$ cat src/rtl/mem_ctrl.sv
// mem_ctrl: byte-serial sequencer between the IF/MEM requesters and one
// byte-wide synchronous RAM port. Data side has strict priority.
module mem_ctrl #(
    parameter int ADDR_W = 32
) (
    input  logic              clk,
    input  logic              reset,
    input  logic              if_req,
    input  logic [ADDR_W-1:0] if_addr,
    input  logic              if_cancel,
    output logic              if_done,
    output logic [31:0]       if_data,
    input  logic              mem_load,
    input  logic              mem_store,
    input  logic [ADDR_W-1:0] mem_addr,
    input  logic [31:0]       mem_wdata,
    input  logic [2:0]        mem_length,
    input  logic              mem_signed,
    output logic              mem_done,
    output logic [31:0]       mem_rdata,
    output logic [ADDR_W-1:0] ram_addr,
    output logic              ram_wr,
    output logic [7:0]        ram_dout,
    input  logic [7:0]        ram_din
);

    typedef enum logic [1:0] {
        IDLE,
        READ,
        WRITE
    } state_e;

    state_e            state_q, state_d;
    logic              fetch_q, fetch_d;
    logic              sgn_q, sgn_d;
    logic [2:0]        len_q, len_d;
    logic [2:0]        cnt_q, cnt_d;
    logic [ADDR_W-1:0] base_q, base_d;
    logic [31:0]       wdata_q, wdata_d;
    logic [31:0]       asm_q, asm_d;

    logic [ADDR_W-1:0] ram_addr_q, ram_addr_d;
    logic              ram_wr_q, ram_wr_d;
    logic [7:0]        ram_dout_q, ram_dout_d;
    logic              if_done_q, if_done_d;
    logic [31:0]       if_data_q, if_data_d;
    logic              mem_done_q, mem_done_d;
    logic [31:0]       mem_rdata_q, mem_rdata_d;

    logic [2:0]        req_len;
    logic [1:0]        idx;
    logic              last;
    logic [ADDR_W-1:0] next_addr;
    logic [31:0]       merged;
    logic [31:0]       ext;
    logic [7:0]        wbyte;

    // Unsupported length codes fall back to a full word.
    always_comb begin
        unique case (mem_length)
            3'd1:    req_len = 3'd1;
            3'd2:    req_len = 3'd2;
            default: req_len = 3'd4;
        endcase
    end

    // cnt_q is the index of the next byte to issue; the byte
    // arriving on ram_din this cycle is the one before it.
    always_comb begin
        idx       = cnt_q[1:0] - 2'd1;
        last      = (cnt_q == len_q);
        next_addr = base_q + ADDR_W'(cnt_q);
        wbyte     = wdata_q[{cnt_q[1:0], 3'b000} +: 8];
        merged    = asm_q;
        merged[{idx, 3'b000} +: 8] = ram_din;
    end

    always_comb begin
        unique case (len_q)
            3'd1: ext = sgn_q ? {{24{merged[7]}}, merged[7:0]}
                              : {24'b0, merged[7:0]};
            3'd2: ext = sgn_q ? {{16{merged[15]}}, merged[15:0]}
                              : {16'b0, merged[15:0]};
            default: ext = merged;
        endcase
    end

    always_comb begin
        state_d     = state_q;
        fetch_d     = fetch_q;
        sgn_d       = sgn_q;
        len_d       = len_q;
        cnt_d       = cnt_q;
        base_d      = base_q;
        wdata_d     = wdata_q;
        asm_d       = asm_q;
        ram_addr_d  = ram_addr_q;
        ram_wr_d    = ram_wr_q;
        ram_dout_d  = ram_dout_q;
        if_done_d   = 1'b0;
        if_data_d   = if_data_q;
        mem_done_d  = 1'b0;
        mem_rdata_d = mem_rdata_q;

        unique case (state_q)
            IDLE: begin
                ram_addr_d = '0;
                ram_wr_d   = 1'b0;
                ram_dout_d = 8'h00;
                // A requester still sees its done pulse; skip sampling.
                if (!if_done_q && !mem_done_q) begin
                    if (mem_store) begin
                        state_d    = WRITE;
                        fetch_d    = 1'b0;
                        base_d     = mem_addr;
                        len_d      = req_len;
                        wdata_d    = mem_wdata;
                        cnt_d      = 3'd1;
                        ram_addr_d = mem_addr;
                        ram_wr_d   = 1'b1;
                        ram_dout_d = mem_wdata[7:0];
                    end else if (mem_load) begin
                        state_d    = READ;
                        fetch_d    = 1'b0;
                        base_d     = mem_addr;
                        len_d      = req_len;
                        sgn_d      = mem_signed;
                        cnt_d      = 3'd1;
                        asm_d      = '0;
                        ram_addr_d = mem_addr;
                    end else if (if_req && !if_cancel) begin
                        state_d    = READ;
                        fetch_d    = 1'b1;
                        base_d     = if_addr;
                        len_d      = 3'd4;
                        sgn_d      = 1'b0;
                        cnt_d      = 3'd1;
                        asm_d      = '0;
                        ram_addr_d = if_addr;
                    end
                end
            end
            READ: begin
                if (fetch_q && if_cancel) begin
                    state_d    = IDLE;
                    ram_addr_d = '0;
                end else begin
                    asm_d = merged;
                    if (last) begin
                        state_d    = IDLE;
                        ram_addr_d = '0;
                        if (fetch_q) begin
                            if_done_d = 1'b1;
                            if_data_d = merged;
                        end else begin
                            mem_done_d  = 1'b1;
                            mem_rdata_d = ext;
                        end
                    end else begin
                        ram_addr_d = next_addr;
                        cnt_d      = cnt_q + 3'd1;
                    end
                end
            end
            WRITE: begin
                if (last) begin
                    state_d     = IDLE;
                    ram_addr_d  = '0;
                    ram_wr_d    = 1'b0;
                    ram_dout_d  = 8'h00;
                    mem_done_d  = 1'b1;
                    mem_rdata_d = '0;
                end else begin
                    ram_addr_d = next_addr;
                    ram_dout_d = wbyte;
                    cnt_d      = cnt_q + 3'd1;
                end
            end
            default: state_d = IDLE;
        endcase
    end

    always_ff @(posedge clk) begin
        if (reset) begin
            state_q     <= IDLE;
            fetch_q     <= 1'b0;
            sgn_q       <= 1'b0;
            len_q       <= '0;
            cnt_q       <= '0;
            base_q      <= '0;
            wdata_q     <= '0;
            asm_q       <= '0;
            ram_addr_q  <= '0;
            ram_wr_q    <= 1'b0;
            ram_dout_q  <= '0;
            if_done_q   <= 1'b0;
            if_data_q   <= '0;
            mem_done_q  <= 1'b0;
            mem_rdata_q <= '0;
        end else begin
            state_q     <= state_d;
            fetch_q     <= fetch_d;
            sgn_q       <= sgn_d;
            len_q       <= len_d;
            cnt_q       <= cnt_d;
            base_q      <= base_d;
            wdata_q     <= wdata_d;
            asm_q       <= asm_d;
            ram_addr_q  <= ram_addr_d;
            ram_wr_q    <= ram_wr_d;
            ram_dout_q  <= ram_dout_d;
            if_done_q   <= if_done_d;
            if_data_q   <= if_data_d;
            mem_done_q  <= mem_done_d;
            mem_rdata_q <= mem_rdata_d;
        end
    end

    assign ram_addr  = ram_addr_q;
    assign ram_wr    = ram_wr_q;
    assign ram_dout  = ram_dout_q;
    assign if_done   = if_done_q;
    assign if_data   = if_data_q;
    assign mem_done  = mem_done_q;
    assign mem_rdata = mem_rdata_q;

endmodule
$ cat config.mk
export PLATFORM = sky130hd
export DESIGN_NAME = mem_ctrl
export DESIGN_NICKNAME = d
export VERILOG_FILES = /design/src/rtl/mem_ctrl.sv
export SDC_FILE = /design/constraint.sdc
export NUM_CORES = 1
export LEC_CHECK = 0
export ABC_AREA = 1
export BUFFER_PORTS_ARGS = -buffer_cell sky130_fd_sc_hd__buf_2
export CAP_MARGIN = 20
export CORE_MARGIN = 2
export CORE_UTILIZATION = 45
export CTS_BUF_LIST = sky130_fd_sc_hd__clkbuf_4
export CTS_CLUSTER_DIAMETER = 120
export DETAILED_ROUTE_END_ITERATION = 12
export GPL_TIMING_DRIVEN = 0
export PLACE_DENSITY = 0.67
export REMOVE_ABC_BUFFERS = 1
export SLEW_MARGIN = 20
export SYNTH_ARGS = -nofsm -noshare
export SYNTH_HDL_FRONTEND = slang
export SYNTH_SLANG_ARGS = --single-unit
$ cat constraint.sdc
create_clock -name clk -period 3.1 [get_ports clk]
set_input_delay 0.465 -clock clk [delete_from_list [all_inputs] [get_ports clk]]
set_output_delay 0.465 -clock clk [all_outputs]
set_load 0.02 [all_outputs]
### Word level (Yosys, flattened, before mapping)

Index checks and enable logic that the tools add are counted.

| operators by class | value |
|---|---|
| add/sub/neg operators | 4 |
| multipliers | 0 |
| div/mod/pow operators | 0 |
| magnitude comparators | 0 |
| equal/unequal tests | 15 |
| shifts and indexed selects | 3 |
| muxes and demuxes | 62 |
| bitwise gates (word level) | 4 |
| reductions and logical operators | 23 |

Operators by type and width:

| kind | number |
|---|---|
| 32-bit two-way mux | 20 |
| 32-bit one-hot mux with 2 select lines | 3 |
| 32-bit one-hot mux with 3 select lines | 1 |
| 32-bit by 3-bit adder with 32-bit output | 1 |
| 32-bit bitwise mux | 1 |
| 8-bit by 7-bit variable shift with 32-bit output, first input constant | 1 |
| 32-bit by 6-bit variable part select with 8-bit output | 1 |
| 8-bit by 7-bit variable part select with 32-bit output | 1 |
| 3-bit two-way mux | 9 |
| 8-bit two-way mux | 3 |
| 8-bit one-hot mux with 2 select lines | 1 |
| 1-bit two-way mux | 13 |
| 2-bit two-way mux | 6 |
| 2-bit inequality test, second input constant | 6 |
| 4-bit AND reduction | 3 |
| 5-bit AND reduction | 2 |
| 3-bit one-hot mux with 3 select lines | 1 |
| 2-bit nonzero test | 4 |
| 5-bit negator with 7-bit output | 1 |
| 3-bit by 1-bit == test with 1-bit output, second input constant | 2 |
| 3-bit by 2-bit == test with 1-bit output, second input constant | 2 |
| 2-bit one-hot mux with 3 select lines | 1 |
| 3-bit one-hot mux with 2 select lines | 1 |
| 3-bit AND reduction | 2 |
| 15 further kinds | 25 |

| word-level totals | value |
|---|---|
| register bits after elaboration | 213 |
| bits in latches | 0 |
| bits in writable memories | 0 |
| ROM bits | 0 |
| input bits | 114 |
| memories kept | 0 |

### Longest topological paths before layout

Gate-level depths: netlist (run 1).

| logic depth | value |
|---|---|
| depth in word-level cells | 10 |
| mapped depth | 12 |

### Least setup slack after synthesis (run 1)

No wires, ideal clock.

| path | value |
|---|---|
| path kind | register -> register |
| start point | register cnt_q[0] |
| end point | register mem_rdata_q[31] (netlist: mem_rdata[31]) |
| arrival time | 2.145 ns |
| required time | 2.986 ns |
| slack | 0.841 ns |
| stages on the path, launching flop included | 13 |
| buffers on the path | 2 |
| cells stage by stage | dfxtp_1 inv_2 clkbuf_1 ha_1 nand2_1 nor2_1 nor2_1 nor2_1 nor2_1 nand2_2 buf_6 a21oi_1 nor2_1 |

| on the way | value |
|---|---|
| cells in the longest elaborated chain, start to end | 10 |

Ends and longest elaborated chain:

| item | line | RTL |
|---|---|---|
| from (decl) | 37 | `logic [2:0] cnt_q, cnt_d;` |
| from (signal assigned) | 205 | `cnt_q <= cnt_d;` |
| 2-bit by 1-bit subtractor with 2-bit output | 70 | `idx = cnt_q[1:0] - 2'd1;` |
| 5-bit negator with 7-bit output | 75 | `merged[{idx, 3'b000} +: 8] = ram_din;` |
| 8-bit by 7-bit variable part select with 32-bit output or 8-bit by 7-bit variable shift with 32-bit output (tied branches) | 75 |  |
| 32-bit bitwise mux | 75 |  |
| 32-bit two-way mux (on tied branches) | 82, 80 |  |
| 32-bit one-hot mux with 2 select lines | 79 | `unique case (len_q)` |
| 32-bit two-way mux | 152 | `if (fetch_q) begin` |
| 32-bit two-way mux | 149 | `if (last) begin` |
| 32-bit two-way mux | 144 | `if (fetch_q && if_cancel) begin` |
| 32-bit one-hot mux with 2 select lines | 105 | `unique case (state_q)` |
| to (signal assigned) | 215 | `mem_rdata_q <= mem_rdata_d;` |
| to (decl) | 48 | `logic [31:0] mem_rdata_q, mem_rdata_d;` |

Parallel ways exist; a longest one is shown, timed or not. The select of a mux whose other input is x is not followed.
A chain may end at the register's enable or synchronous reset.

### Final worst setup path (run 1)

| path | value |
|---|---|
| start point | register cnt_q[1] |
| end point | register mem_rdata_q[23] (netlist: mem_rdata[23]) |

Same word-level chain as after synthesis.

==> results of run 1 <==
[repair_timing]
item,4_1_cts,5_1_grt
hold buffers,9,0
gates resized for setup,2,1
setup buffers,0,1
endpoints found under the hold margin,9,0
pin swaps,0,0
setup endpoints to repair,16,7
[state kept, by name, indices dropped and copies added, names as in the netlist, 2 cells and up]
register and cells:
wdata_q 32, if_data 32, ram_addr 32, cnt_q 3, asm_q 32, len_q 3, mem_rdata 32, state_q 2
ram_dout 8, base_q 32
[where the power goes]
part | internal [W] | leakage (nW) | total [W] | switching [W]
combinational | 0.000729 | 3.83 | 0.00213 | 0.00140
clock | 0.00115 | 0.397 | 0.00229 | 0.00114
sequential | 0.00303 | 1.75 | 0.00326 | 0.000223
total | 0.00492 | 5.97 | 0.00768 | 0.00276
[metrics by stage]
| stage | setup WS (ns) | total power (W) | area [µm²] | hold slack (ns) | cells |
|---|---|---|---|---|---|
| after floorplan | 0.1745 | 0.004658 | 10450 | 0.4257 | 1553 |
| after global placement | -1.723 | 0.005286 | 11950 | 0.4314 | 2092 |
| after detailed placement | -0.04523 | 0.005409 | 12220 | 0.4336 | 2102 |
| after CTS | 0.1888 | 0.007739 | 12970 | 0.0001701 | 2207 |
| after global routing | 0.08177 | 0.008223 | 12990 | 0.01094 | 2210 |
| final | 0.3187 | 0.007681 | 12990 | 0.04472 | 2210 |
[worst min-delay path, delay by kind of cell]
| family | cells | cell delay (ns) |
|---|---|---|
| buf+inv | 1 | 0.08 |
| simple gates | 2 | 0.12 |
[layout by cell type, fill, tap and decap left out, drive strengths merged, types with 2 or more instances in the layout]
cell           n
a211oi        26
a21oi        159
a31oi          8
buf          231
clkbuf        78
clkinv        17
dfxtp        213
diode          2
dlygate4sd3    9
ha            11
inv          206
nand2        325
nand3        110
nand4         11
nor2         180
nor3           4
o211ai         2
o21ai        245
o22ai         20
or2           16
xnor2          2
xor2          10
[kinds of logic (layout without fill, tap and decap cells)]
| family | count (synthesis) | in the layout |
|---|---|---|
| AND/OR/NAND/NOR | 649 | 649 |
| AO/OA/AOI/OAI | 461 | 461 |
| buffers and inverters | 301 | 542 |
| flip-flops | 213 | 213 |
| adder cells (fa/ha/maj) | 12 | 12 |
| XOR/XNOR | 12 | 12 |
| other | 0 | 2 |
[area by class of cell]
type	instances	area share (%)
Multi-Input combinational cell	1134	41.91
Sequential cell	213	32.87
Timing Repair Buffer	240	11.04
Inverter	206	6.021
Clock buffer	78	4.508
Tap cell	319	3.073
Clock inverter	18	0.5394
Antenna cell	2	0.03853
[how the worst max path moves through the flow]
stage	start	endpoint	slack (ns)	depth (start not counted)
after floorplan	state_q[1]	asm_q[24]	0.17	9
after global routing	cnt_q[1]	mem_rdata[23]	0.08	10
after CTS	state_q[1]	wdata_q[15]	0.19	8
after detailed placement	cnt_q[0]	mem_rdata[23]	-0.05	10
after global placement	reset	base_q[19]	-1.72	4
final	cnt_q[1]	mem_rdata[23]	0.32	10
[metal layers]
metal / vias to the layer above / GRT usage (%) / share of wire [%]
li1: 5811 / - / -
met1: 5055 / 30.58 / 45
met2: 354 / 39.96 / 47
met3: 56 / 4.286 / 5.6
met4: 0 / 7.190 / 2.0
met5: - / 0 / 0
==> metrics.md, run 1 <==
| Metric | Value |
|---|---|
| Synth Area in XOR/XNOR | `0.9642%` |
| Synth top area share | `39.12%` |
| Via density per instance | `5.102` |
| FF+latch area | `4269 µm²` |
| Hold crit path type | `input port to flop` |
| Starting DRT DRC Count | `809` |
| Fin Clk Skew | `0.03654 ns` |
| Critical Path Most Common Cell | `nor2_1` |
| Max H-tree Level | `2` |
| Area leader, netlist | `dfxtp_1` |
| FF-to-FF path depth | `10` |
| Post-synthesis register bit count | `213` |
| Final Net Count | `1,977` |
| Worst setup SP type | `flop` |
| Fin. max-slew vios | `0` |
| RSZ-0062 raised after global routing | `no` |
| Status | `completed` |
| Clock transition at path regs | `0.06 ns` |
| Share of cells above drive strength 1 | `19.06%` |
| CP Max Fanout | `18` |
| Max Cap Viol | `0` |
| Yosys cell types | `38` |
| Crit path DAT | `3.30 ns` |
| Fin crit share | `89.72%` |
| Buffers & Inverters on Critical Path | `1` |
| IO Count | `221` |
| CP max stage delay | `0.61 ns` |
| TritonCTS buffer count | `56` |
| Gpl congestion | `0.9252` |
| Layout area overhead | `19.16%` |
| CP Capture Type | `flop` |
| Synth top area cells | `dfxtp_1 (39%), nand2_1 (11%), o21ai_0 (10%), a21oi_1 (7.3%), inv_1 (6.9%)` |
| Final design utilization | `55.01%` |
| Die W | `159.6 µm` |
| Vias after detailed routing | `11.28k` |
| Clk_lat worst skew | `0.68 ns` |
| Synth cell count leaders | `nand2_1 (322), o21ai_0 (221), dfxtp_1 (213)` |
| Hold Path Cell Cnt | `3` |
| Total Routing Usage GR | `23.59%` |
| Worst r2r dst | `mem_rdata[23]` |
| Hold Startpoint | `mem_wdata[17]` |
| Synth Area per Inst | `6.614 µm²` |
| CTS Root Buffer Type | `clkbuf_4` |
| First-pass GRT wire length | `50.59 mm` |
| Static Leakage | `5.972 nW` |
| CP cell instances | `inv_2 > ha_1 > nand2_1 > nor2_1 > nor2_1 > nor2_1 > nor2_1 > nand2_2 > nand3_1 > a21oi_1` |
| Multi-input logic area | `5444 µm²` |
| Most common cell in the netlist | `nand2_1` |
| Fill count | `2,453` |
| R2R setup slack | `0.32 ns` |
| Starting Density | `46.16%` |
| DRT Pass-1 Iters | `8` |
| Min Tclk post-route | `2.781 ns` |
| Hold Path Sink | `wdata_q[17]` |
| Synthesized cell area | `10,900 µm²` |
| Vias in the first global route | `10.31k` |
| Simple-Gate Fraction of Synth Area | `24.97%` |
| Post-Syn Instances | `1,648` |
| Fmax | `359.5 MHz` |
| Antenna violations before repair | `2` |
| Final count of negative-setup-slack endpoints | `0` |
| IO buf count | `220` |
| Die area | `25,480 µm²` |
| Routed WL per cell | `14.02 µm` |
| DRC viols | `0` |
| Clock tree sinks | `213` |
| Area of the core | `23,610 µm²` |
| Die Ht | `159.6 µm` |
| Final hold viol count | `0` |
| Clk buf depth | `3` |
| Worst r2r src | `cnt_q[1]` |
| Compound-Gate Fraction of Synth Area | `22.23%` |
| Crit path max-delay family | `simple AND/OR/NAND/NOR gates` |
| Setup CP Type | `flop to flop` |
| Largest net degree at the start of global routing | `83` |
| CP max stage cell | `dfxtp_2` |
| Seq/Total Area, Yosys | `39.12%` |
| Total grt overflow | `0` |
| Final wirelength | `30.98 mm` |
| Number of synthesized flops with an enable pin | `0` |
| Worst Path Required | `3.61 ns` |
| Most used DFF post-synth | `dfxtp_1` |
| CTS tree | `yes` |
| Main combinational cell family by area after synthesis | `simple AND/OR/NAND/NOR gates` |
| Site Rows | `56` |
| Worst-margin pin slew | `0.8607 ns` |
| Async SR Flop Fraction | `0%` |
| DP HPWL | `21.11 mm` |
| Peak VDD IR | `232.0 µV` |
| Pwr Density | `591.4 nW/µm²` |
| Mux contribution to synthesized area | `0%` |
| Total negative slack | `0 ns` |
| Adder-cell share of the synthesized area | `1.446%` |
| Syn. warnings | `0` |
| Slew HR | `42.62%` |
| Post-route ant nets | `0` |
Power figures use the tool's default switching activity.
==> inputs of run 2 (changes only) <==
--- a/config.mk
+++ b/config.mk
@@ -15,7 +15,6 @@
 export DETAILED_ROUTE_END_ITERATION = 12
 export GPL_TIMING_DRIVEN = 0
 export PLACE_DENSITY = 0.67
-export REMOVE_ABC_BUFFERS = 1
 export SLEW_MARGIN = 20
 export SYNTH_ARGS = -nofsm -noshare
 export SYNTH_HDL_FRONTEND = slang
==> run 2 against run 1 <==
Effect of this change:
- register-to-register slack about the same
- sequential power hardly changed
- critical path depth stayed put
- count of clock-buffer cells in the layout increased by 7
- via count rose by 7.2%
- total power rose by 4.4%
- routed wire length up 20%
- global-route usage increased by 4.6 points
- highest routed layer unchanged
==> metrics.md, run 2 (synthesized netlist as in run 1, its figures left out) <==
| Metric | Value |
|---|---|
| Static Leakage | `6.164 nW` |
| Status | `completed` |
| DP HPWL | `28.02 mm` |
| Vias in the first global route | `11.33k` |
| Fin. max-slew vios | `0` |
| Starting DRT DRC Count | `1,027` |
| CTS Root Buffer Type | `clkbuf_4` |
| Vias after detailed routing | `12.09k` |
| Gpl congestion | `0.9370` |
| First-pass GRT wire length | `58.17 mm` |
| FF+latch area | `4265 µm²` |
| CP startpoint | `cnt_q[1]` |
| CP Max Fanout | `10` |
| Fmax | `357.9 MHz` |
| CP cell instances | `inv_2 > fa_1 > inv_1 > nand2_1 > nand2_1 > nand3_1 > nor2_1 > xor2_1 > nand2_1 > a21oi_1` |
| Hold crit path type | `input port to flop` |
| Total Routing Usage GR | `28.20%` |
| Most frequent cells in the layout | `nand2_1 (321), buf_2 (238), o21ai_0 (221)` |
| Hold Startpoint | `mem_wdata[3]` |
| Hold_ws | `0.04070 ns` |
| CTS tree | `yes` |
| Crit path DAT | `3.38 ns` |
| Die W | `159.6 µm` |
| TritonCTS buffer count | `58` |
| Clk_lat worst skew | `0.68 ns` |
| Post-route ant nets | `0` |
| Total negative slack | `0 ns` |
| Total grt overflow | `0` |
| Share of cells above drive strength 1 | `19.17%` |
| IO Count | `221` |
| Largest net degree at the start of global routing | `15` |
| Synthesized netlist net count | `1,774` |
| Fill count | `2,484` |
| Clk buf depth | `3` |
| Max Cap Viol | `0` |
| Max H-tree Level | `2` |
| R2R setup slack | `0.31 ns` |
| Worst r2r src | `cnt_q[1]` |
| Final design utilization | `56.48%` |
| Via density per instance | `5.239` |
| Slew HR | `45.51%` |
| Routed WL per cell | `16.14 µm` |
| RSZ-0062 raised after global routing | `no` |
| DRT Pass-1 Iters | `8` |
| Fin Clk Skew | `0.03376 ns` |
| Min Tclk post-route | `2.794 ns` |
| Worst Path Required | `3.69 ns` |
| Setup CP Type | `flop to flop` |
| Final wirelength | `37.26 mm` |
| Final count of negative-setup-slack endpoints | `0` |
| Commonest non-fill, non-tap cell in the layout | `nand2_1` |
| Clock tree sinks | `213` |
| IO buf count | `220` |
| Site Rows | `56` |
| Critical Path Most Common Cell | `nand2_1` |
| Clock transition at path regs | `0.07 ns` |
| Multi-input logic area | `5410 µm²` |
| Die Ht | `159.6 µm` |
| CP max stage cell | `dfxtp_1` |
| Fin crit share | `90.13%` |
| Final hold viol count | `0` |
| Antenna violations before repair | `2` |
| DRC viols | `0` |
| Die area | `25,480 µm²` |
| Area of the core | `23,610 µm²` |
| Worst-margin pin slew | `0.8173 ns` |
| CP Capture Type | `flop` |
| Peak VDD IR | `312.3 µV` |
| Worst setup SP type | `flop` |
| CP max stage delay | `0.60 ns` |
| Final Net Count | `2,075` |
| Pwr Density | `601.1 nW/µm²` |
| Final Instance Area | `13,340 µm²` |
| Dpl cell area | `12,400 µm²` |
| Starting Density | `46.16%` |
| Layout area overhead | `22.34%` |
==> run 2: cell count changes in the layout (fill, tap and decap cells not counted), moves of 5 or more <==
cell / delta
buf_4: +9
buf_2: +19
clkbuf_4: +7
dlygate4sd3_1: +12
buf_16: -5
clkbuf_1: +56
==> run 2: area by class of cell <==
type	count	area share [%]
clock buffer	85	4.785
sequential	213	31.99
buffer	95	3.425
tap	319	2.993
timing repair buffer	241	9.833
multi-input combinational	1134	40.57
clock inverter	13	0.5723
antenna	2	0.03753
inverter	206	5.798
==> run 2: path summary, 6_finish.rpt <==
check,endpoint,depth (start not counted)
setup / recovery,ram_addr[14],10
hold / removal,wdata_q[3],3
setup reg to reg,ram_addr[14],10
hold reg to reg,if_data[11],2
==> run 2: metal layers <==
layer / up-vias / part of all wire [%] / GRT usage (%)
met1: 5495 / 44 / 37.83
met4: 0 / 3.4 / 11.32
met2: 500 / 45 / 45.20
met3: 88 / 7.5 / 4.805
li1: 6008 / - / -
met5: - / 0 / 0
==> run 2: where the power goes <==
| group | switching [W] | internal [W] | leakage, nW | total (W) |
|---|---|---|---|---|
| combinational | 0.00155 | 0.000731 | 3.99 | 0.00228 |
| clock | 0.00118 | 0.00132 | 0.426 | 0.00250 |
| sequential | 0.000203 | 0.00303 | 1.74 | 0.00324 |
| total | 0.00293 | 0.00509 | 6.16 | 0.00802 |
==> run 2: worst max-delay path, delay by kind of cell, from the launching register on <==
kind	cells	cell delay (ns)
AO/OA/AOI/OAI	1	0.12
XOR/XNOR	1	0.24
adder cells (fa/ha/maj)	1	0.50
buffers and inverters	2	0.32
flip-flops	1	0.60
AND/OR/NAND/NOR	5	0.90
==> run 2: per-stage QoR <==
| stage | total power, W | setup WS, ns | cells |
|---|---|---|---|
| after floorplan | 0.004758 | 0.8412 | 1648 |
| after global placement | 0.005473 | 0.06153 | 2187 |
| after detailed placement | 0.005500 | 0.1020 | 2187 |
| after CTS | 0.008016 | 0.09890 | 2306 |
| after global routing | 0.008486 | 0.09024 | 2308 |
| final | 0.008016 | 0.3061 | 2308 |
==> run 2: what timing repair did <==
action,4_1_cts,5_1_grt
endpoints found under the setup margin,0,18
hold buffers,21,0
gates resized for setup,0,4
setup buffers,0,0
hold endpoints to repair,21,0
